### src/rtl/icache_assoc.sv
// icache_assoc: set-associative instruction cache sitting between the
// datapath fetch port and the memory-controller instruction port.
//
// Ports:
//   CLK, RST                : clock, asynchronous active-high reset
//   imemREN, imemaddr       : fetch request and word-aligned byte address
//   dmemREN, dmemWEN        : data access in progress (holds off hit/miss)
//   iflush                  : invalidate the whole cache
//   ihit, imemload          : fetch satisfied this cycle, instruction word
//   iREN, iaddr             : memory read request/address (only in FILL)
//   iwait, iload            : memory not-ready flag and read data
//   hit_count, miss_count   : saturating performance counters
module icache_assoc #(
  parameter int SETS        = 8,
  parameter int WAYS        = 2,
  parameter int BLOCK_WORDS = 2
) (
  input  logic        CLK,
  input  logic        RST,
  input  logic        imemREN,
  input  logic [31:0] imemaddr,
  input  logic        dmemREN,
  input  logic        dmemWEN,
  input  logic        iflush,
  output logic        ihit,
  output logic [31:0] imemload,
  output logic        iREN,
  output logic [31:0] iaddr,
  input  logic        iwait,
  input  logic [31:0] iload,
  output logic [31:0] hit_count,
  output logic [31:0] miss_count
);

  localparam int BO = $clog2(BLOCK_WORDS);
  localparam int IW = $clog2(SETS);
  localparam int TW = 30 - BO - IW;
  localparam int WW = (WAYS > 1) ? $clog2(WAYS) : 1;
  localparam int CW = (BO > 0) ? BO : 1;
  localparam logic [31:0]   OFF_MASK  = 32'(BLOCK_WORDS * 4 - 1);
  localparam logic [CW-1:0] LAST_WORD = CW'(BLOCK_WORDS - 1);

  typedef enum logic {S_LOOKUP = 1'b0, S_FILL = 1'b1} state_t;
  state_t state_q, state_d;

  // Storage: data and tags are plain arrays (not reset); valid and
  // round-robin pointers are reset flops.
  logic [31:0]     data_mem [SETS][WAYS][BLOCK_WORDS];
  logic [TW-1:0]   tag_mem  [SETS][WAYS];
  logic [WAYS-1:0] valid_q  [SETS];
  logic [WAYS-1:0] valid_d  [SETS];
  logic [WW-1:0]   ptr_q    [SETS];
  logic [WW-1:0]   ptr_d    [SETS];

  logic [31:0]   fill_addr_q, fill_addr_d;   // block base address being filled
  logic [WW-1:0] victim_q, victim_d;
  logic [CW-1:0] word_cnt_q, word_cnt_d;
  logic [31:0]   hit_count_q, hit_count_d;
  logic [31:0]   miss_count_q, miss_count_d;

  // Request address fields
  logic [IW-1:0] req_idx;
  logic [TW-1:0] req_tag;
  logic [CW-1:0] req_off;
  logic [IW-1:0] fill_idx;
  logic [TW-1:0] fill_tag;
  logic          unused_addr_bits;

  assign req_idx          = imemaddr[BO+2 +: IW];
  assign req_tag          = imemaddr[31 -: TW];
  assign fill_idx         = fill_addr_q[BO+2 +: IW];
  assign fill_tag         = fill_addr_q[31 -: TW];
  assign unused_addr_bits = ^imemaddr[1:0];

  generate
    if (BO > 0) begin : g_off
      assign req_off = imemaddr[2 +: CW];
    end else begin : g_no_off
      assign req_off = '0;
    end
  endgenerate

  // Per-way tag compare for the requested set
  logic [WAYS-1:0] way_match;
  generate
    for (genvar gi = 0; gi < WAYS; gi++) begin : g_match
      assign way_match[gi] = valid_q[req_idx][gi] && (tag_mem[req_idx][gi] == req_tag);
    end
  endgenerate

  logic [WW-1:0] hit_way;
  logic [WW-1:0] victim_sel;

  // Descending scans leave the lowest-numbered qualifying way selected.
  always_comb begin
    hit_way    = '0;
    victim_sel = ptr_q[req_idx];
    for (int w = WAYS - 1; w >= 0; w--) begin
      if (way_match[w]) hit_way = WW'(w);
      if (!valid_q[req_idx][w]) victim_sel = WW'(w);
    end
  end

  logic dmem_busy, lookup_hit, miss_start, word_take, fill_last, fill_done;

  assign dmem_busy  = dmemREN | dmemWEN;
  assign lookup_hit = (state_q == S_LOOKUP) && imemREN && !dmem_busy && (|way_match);
  assign miss_start = (state_q == S_LOOKUP) && imemREN && !dmem_busy && !(|way_match) && !iflush;
  assign word_take  = (state_q == S_FILL) && !iwait;
  assign fill_last  = word_take && (word_cnt_q == LAST_WORD);
  // Flush wins over completion: an aborted block never becomes valid.
  assign fill_done  = fill_last && !iflush;

  // FSM: state register
  always_ff @(posedge CLK or posedge RST) begin
    if (RST) state_q <= S_LOOKUP;
    else     state_q <= state_d;
  end

  // FSM: next state
  always_comb begin
    state_d = state_q;
    case (state_q)
      S_LOOKUP: if (miss_start) state_d = S_FILL;
      S_FILL:   if (iflush || fill_last) state_d = S_LOOKUP;
    endcase
  end

  // FSM: outputs
  always_comb begin
    ihit     = lookup_hit;
    imemload = lookup_hit ? data_mem[req_idx][hit_way][req_off] : 32'd0;
    iREN     = (state_q == S_FILL);
    iaddr    = (state_q == S_FILL) ? (fill_addr_q | (32'(word_cnt_q) << 2)) : 32'd0;
  end

  // Datapath next-state
  always_comb begin
    valid_d      = valid_q;
    ptr_d        = ptr_q;
    fill_addr_d  = fill_addr_q;
    victim_d     = victim_q;
    word_cnt_d   = word_cnt_q;
    hit_count_d  = hit_count_q;
    miss_count_d = miss_count_q;

    if (miss_start) begin
      fill_addr_d = imemaddr & ~OFF_MASK;
      victim_d    = victim_sel;
      word_cnt_d  = '0;
      valid_d[req_idx][victim_sel] = 1'b0;
    end
    if (word_take) word_cnt_d = word_cnt_q + 1'b1;
    if (fill_done) begin
      valid_d[fill_idx][victim_q] = 1'b1;
      ptr_d[fill_idx] = (WAYS > 1) ? ptr_q[fill_idx] + 1'b1 : '0;
    end
    if (iflush) begin
      for (int s = 0; s < SETS; s++) begin
        valid_d[s] = '0;
        ptr_d[s]   = '0;
      end
    end

    if (lookup_hit && (hit_count_q != 32'hFFFF_FFFF)) hit_count_d = hit_count_q + 32'd1;
    if (miss_start && (miss_count_q != 32'hFFFF_FFFF)) miss_count_d = miss_count_q + 32'd1;
  end

  always_ff @(posedge CLK or posedge RST) begin
    if (RST) begin
      for (int s = 0; s < SETS; s++) begin
        valid_q[s] <= '0;
        ptr_q[s]   <= '0;
      end
      fill_addr_q  <= '0;
      victim_q     <= '0;
      word_cnt_q   <= '0;
      hit_count_q  <= '0;
      miss_count_q <= '0;
    end else begin
      valid_q      <= valid_d;
      ptr_q        <= ptr_d;
      fill_addr_q  <= fill_addr_d;
      victim_q     <= victim_d;
      word_cnt_q   <= word_cnt_d;
      hit_count_q  <= hit_count_d;
      miss_count_q <= miss_count_d;
    end
  end

  // Data/tag arrays: written during fill, never reset.
  always_ff @(posedge CLK) begin
    if (word_take) data_mem[fill_idx][victim_q][word_cnt_q] <= iload;
    if (fill_done) tag_mem[fill_idx][victim_q] <= fill_tag;
  end

  assign hit_count  = hit_count_q;
  assign miss_count = miss_count_q;

endmodule

### config.mk
export PLATFORM = sky130hd
export DESIGN_NAME = icache_assoc
export DESIGN_NICKNAME = d
export VERILOG_FILES = /design/src/rtl/icache_assoc.sv
export SDC_FILE = /design/constraint.sdc
export NUM_CORES = 2
export LEC_CHECK = 0
export ABC_CLOCK_PERIOD_IN_PS = 13600
export CORE_MARGIN = 2
export CORE_UTILIZATION = 64
export CTS_CLUSTER_SIZE = 8
export DETAILED_ROUTE_END_ITERATION = 12
export PLACE_DENSITY = 0.83
export SLEW_MARGIN = 20
export SYNTH_ARGS = -nofsm -noshare
export SYNTH_HDL_FRONTEND = slang
export SYNTH_SLANG_ARGS = --single-unit
### constraint.sdc
create_clock -name CLK -period 13.6 [get_ports CLK]
set_clock_uncertainty 0.1 [all_clocks]
set_input_delay 2.72 -clock CLK [delete_from_list [all_inputs] [get_ports CLK]]
set_output_delay 2.72 -clock CLK [all_outputs]
set_load 0.01 [all_outputs]
; Word level (Yosys, flattened, before mapping)
; Memory sizes are Yosys's and may differ from the RTL's.
; Index checks and enable logic that the tools add are counted.
[word_totals]
n_memories = 2
regBits = 120
ramBits = 1440
word_cells = 136
output_inout_bits = 130
inputBits = 71
[classes]
n_bitwise = 12
muxes = 52
reduce_logical = 26
eq_ne = 4
order_cmp = 14
n_addsub = 4
[memory_table]
columns = memory, words, word_bits, rd, rd_clocked_by_memory_dff, wr, line
row1 = data_mem, 8, 128, 1, 0, 1, 48  ; logic [31:0] data_mem [SETS][WAYS][BLOCK_WORDS];
row2 = tag_mem, 8, 52, 1, 0, 1, 49  ; logic [TW-1:0] tag_mem [SETS][WAYS];
[ops]
columns = cell, n
row1 = $mux 64, 4
row2 = $mux 32, 6
row3 = $mux 128, 1
row4 = $add 32x1->32 const B, 2
row5 = $demux 64 s1, 1
row6 = $ne 32x32->1 const B, 2
row7 = $eq 26x26->1, 2
row8 = $mux 52, 1
row9 = $mux 16, 3
row10 = $demux 32 s1, 1
row11 = $or 32x3->32, 1
row12 = $demux 26 s1, 1
row13 = $mux 26, 1
row14 = $logic_and 1x1->1, 18
row15 = $mux 1, 17
row16 = $and 16x16->16, 1
row17 = $mux 8, 2
row18 = $not 16->16, 1
row19 = $or 16x16->16, 1
row20 = $demux 2 s3, 2
row21 = $bwmux 8, 1
row22 = $ge 2x2->1 const B, 4
row23 = $ge 4x4->1 const B, 2
row24 = $lt 4x1->1 const B, 2
row25 = other kinds (18), 35

; Depth between registers and ports, before layout
[logic_depth]
ltp_word = 18
mapped_depth = 15

; Worst setup path before layout
; OpenSTA, ideal clock, no wires.
[synth_timing]
path_type = input port to output port
start = in imemaddr[4]
end = out imemload[3]
cell_stages = 13
setup_slack_ps = 4833
path_buffers = 4
arrival_time_ps = 5947
path_cell_list = buf_6 -> buf_4 -> buf_2 -> mux2_2 -> a221o_1 -> a222oi_1 -> xor2_1 -> nand3_1 -> or4_1 -> a21oi_2 -> clkbuf_1 -> nor3_1 -> a211oi_1
[synth_via]
elab_chain_cells = 15
[synth_rtl]
columns = element, line
row1 = from (decl), 21  ; input logic [31:0] imemaddr,
row2 = branches (longest 14 deep; another with $mem_v2 8x52), n/a
row3 = $mux 32 (*), 132  ; imemload = lookup_hit ? data_mem[req_idx][hit_way][req_off] : 32'd0;
row4 = to (decl), 26  ; output logic [31:0] imemload,
; Mark *: on every way between the ends. The select of a mux whose other input is x is not followed.

; Final worst setup path
[layout_timing]
start = in imemaddr[4]
end = out imemload[26]
; The elaborated chain is that of the path after synthesis.

==> results.sh <==
export IMPL_portBuffers=196
export IMPL_setup_worst_path_start_class="input port"
export IMPL_post_dp_hpwl_microns=86400
export IMPL_period_needed_ns=11.54
export IMPL_io_pins=201
export IMPL_cts_path_max_buffers=3
export IMPL_min_from="hit_count[19]"
export IMPL_setup_worst_path_class="input port to output port"
export IMPL_cts_tree="built"
export IMPL_ir_worst_vdd_mv=0.134
export IMPL_drv_slew=0
export IMPL_drt_wl_total_microns=175000
export IMPL_rsz0062_at_grt="no"
export IMPL_cts_sinks=1560
export IMPL_powerDensity_nw_per_um2=152
export IMPL_drive_gt1_share_pct=17.0
export IMPL_gp_congestion=0.861
export IMPL_synth_cells=3655
export IMPL_synth_cell_types=75
export IMPL_setup_violations=0
export IMPL_crit_slowest_cell="a211oi_1"
export IMPL_start_util_pct=64.6
export IMPL_min_path_type="register to register"
export IMPL_reg2reg_slack_ns=9.26
export IMPL_antenna_found_initial=10
export IMPL_fp_row_count=113
export IMPL_drtIter0Drc=6516
export IMPL_slew_headroom_pct=21.9
export IMPL_status="finished, final reports clean"
export IMPL_setup_tns_ns=0
export IMPL_tightest_slew_ns=1.17
export IMPL_grt_pass1_wl_microns=251000
export IMPL_syn_area_per_cell_sq_um=16.8
export IMPL_synth_edf_count=1440
export IMPL_async_flop_share_pct=7.69
export IMPL_nets=4008
export IMPL_die_area_sq_um=98400
export IMPL_dieWidth_microns=314
export IMPL_path_max_fanout=73
export IMPL_r2r_start="tag_mem[0][26]"
export IMPL_clk_latency_ns=0.81
export IMPL_mostFrequentLayoutCell="edfxtp_1"
export IMPL_ctsResizeCount=0
export IMPL_cp_arrival_ns=8.72
export IMPL_cts_root_buffer="clkbuf_16"
export IMPL_yosysSeqAreaShare_pct=75.3
export IMPL_ant_nets=0
export IMPL_gr_usage_all_layers_pct=35.1
export IMPL_grt_ovfl_total=0
export IMPL_via_per_inst=7.23
export IMPL_ctsHoldBuffers=0
export IMPL_drc=0
export IMPL_syn_cell_area_sq_um=61400
export IMPL_leakagePower_nw=23.6
export IMPL_fill_cells=4968
export IMPL_maxCapViolCount=0
export IMPL_cpPeakStageDelay_ns=0.73
export IMPL_power_w=0.0109
export IMPL_path_clk_slew_ns=0.05
export IMPL_ys_ff_latch=1560
export IMPL_yosys_warnings=0
export IMPL_seqCellArea_sq_um=46200
export IMPL_crit_path_cell_trace="buf_8, buf_4, nand2_4, o22ai_1, nor4_1, nor4_1, nand4_1, or4_1, a21oi_4, buf_4, a211oi_1, a211oi_1, clkdlybuf4s50_1"
export IMPL_fmax_ghz=0.0866
export IMPL_post_cts_setup_buffers=0
export IMPL_min_period_over_period_pct=84.9
export IMPL_grt_start_max_net_pins=78
export IMPL_r2r_end="hit_count[1]"
export IMPL_final_cell_mix="edfxtp_1, o22ai_1, clkbuf_16"
export IMPL_min_path_cells=1
export IMPL_core_area_sq_um=95000
export IMPL_cp_end_kind="output port"
export IMPL_grt_pass1_vias=38600
export IMPL_area_delta_synth_final_pct=16.1
export IMPL_crit_required_ns=10.78
export IMPL_vias=38400
export IMPL_reg2reg_depth=10
export IMPL_multiInputGateArea_sq_um=14600
export IMPL_drt_wirelength_per_cell_microns=32.9
export IMPL_synth_main_ff_cell="edfxtp_1"
export IMPL_finalHoldViolCount=0
export IMPL_dieHeight_microns=314
export IMPL_cts_buffers=213
export IMPL_hold_end="hit_count[19]"
export IMPL_first_pass_iters=8
export IMPL_cts_htree_levels=4
## worst max-delay path, delay by kind of cell
kind	cells	cell delay, ns
AND/OR/NAND/NOR	5	1.71
buffers and inverters	4	2.42
AO/OA/AOI/OAI	4	1.78
## stage by stage
stage | hold slack (ns) | worst slack (ns) | cells | utilization [%] | instance area (sq um)
after detailed placement | 0.378 | 2.37 | 4978 | 68.5 | 65100
final | 0.387 | 2.06 | 5307 | 75.0 | 71300
after global routing | 0.409 | 1.92 | 5307 | 75.0 | 71300
after CTS | 0.387 | 2.30 | 5294 | 74.8 | 71100
after floorplan | 0.385 | 4.83 | 3656 | - | 61400
after global placement | 0.376 | 2.39 | 4975 | 68.5 | 65100
## worst max-delay path by stage
stage | from | depth (start not counted) | slack, ns | to
6_report | imemaddr[4] | 13 | 2.06 | imemload[26]
5_1_grt | imemaddr[4] | 13 | 1.92 | imemload[26]
4_1_cts | imemaddr[4] | 13 | 2.30 | imemload[26]
3_5_place_dp | imemaddr[4] | 13 | 2.37 | imemload[26]
3_3_place_gp | imemaddr[4] | 13 | 2.39 | imemload[26]
2_1_floorplan | imemaddr[4] | 13 | 4.83 | imemload[3]
## state kept, by name, summed over array words and instances (netlist names)
name         flops
hit_count       32
miss_count      32
valid_q         16
ptr_q            8
iREN             1
tag_mem        416
word_cnt_q       1
data_mem      1024
fill_addr_q     29
victim_q         1
## synth_stat cells (5+ instances only)
cell / count / area, sq um
a2111oi_0: 13 / 114
a211o_1: 10 / 87.6
a211oi_1: 58 / 435
a21oi_1: 73 / 365
a221oi_1: 11 / 96.3
a22oi_1: 35 / 263
a31o_2: 17 / 149
and2_1: 36 / 225
and3_1: 40 / 250
buf_1: 26 / 97.6
buf_2: 44 / 220
buf_4: 9 / 67.6
buf_6: 5 / 56.3
clkbuf_1: 138 / 518
dfrtp_1: 120 / 3000
edfxtp_1: 1440 / 43200
inv_1: 8 / 30.0
mux2_2: 180 / 2030
mux2i_1: 139 / 1390
mux4_2: 83 / 1870
nand2_1: 133 / 499
nand2b_1: 8 / 50.1
nand3_1: 48 / 240
nand3b_1: 5 / 37.5
nand4_1: 29 / 181
nor2_1: 189 / 709
nor2b_1: 39 / 244
nor3_1: 95 / 475
nor3b_1: 5 / 37.5
nor4_1: 39 / 244
nor4b_1: 5 / 43.8
o2111ai_1: 11 / 96.3
o211ai_1: 13 / 97.6
o21a_1: 7 / 52.6
o21ai_0: 86 / 430
o221ai_1: 34 / 298
o22a_1: 16 / 140
o22ai_1: 238 / 1490
o311a_1: 10 / 100
o31a_1: 11 / 96.3
o31ai_1: 5 / 37.5
or2_2: 6 / 37.5
xnor2_1: 47 / 412
xor2_1: 43 / 377
## report_power, final
group          switching [W]  internal (W)
logic               0.000356      0.000189
clock network        0.00193       0.00290
registers           0.000111       0.00537
## cell families (layout without fill, tap and decap cells)
| group | after synthesis | in the layout | synth area share, % |
|---|---|---|---|
| AO/OA/AOI/OAI | 672 | 672 | 7.42 |
| XOR/XNOR | 90 | 90 | 1.28 |
| adder cells (fa/ha/maj) | 2 | 2 | 0.0408 |
| buffers and inverters | 232 | 612 | 1.62 |
| flip-flops | 1560 | 1560 | 75.3 |
| multiplexers | 402 | 402 | 8.61 |
| other | 1 | 8 | 0.00611 |
| AND/OR/NAND/NOR | 696 | 696 | 5.68 |
## final cells by class
class                      instances  share of cell area [%]
multi-input combinational       1864                    20.5
timing repair buffer             286                    3.93
tap                             1265                    2.22
clock buffer                     305                    8.07
clock inverter                    11                   0.327
inverter                          10                  0.0597
antenna                            6                  0.0211
sequential                      1560                    64.9
## metal layers
metal	vias to the layer above	routed length, microns	track usage [%]
li1	15200	-	-
met1	18900	57900	45.6
met2	3607	82200	54.3
met3	730	24800	9.68
met4	6	9830	19.8
met5	-	31	0
(Power assumes the default switching activity.)
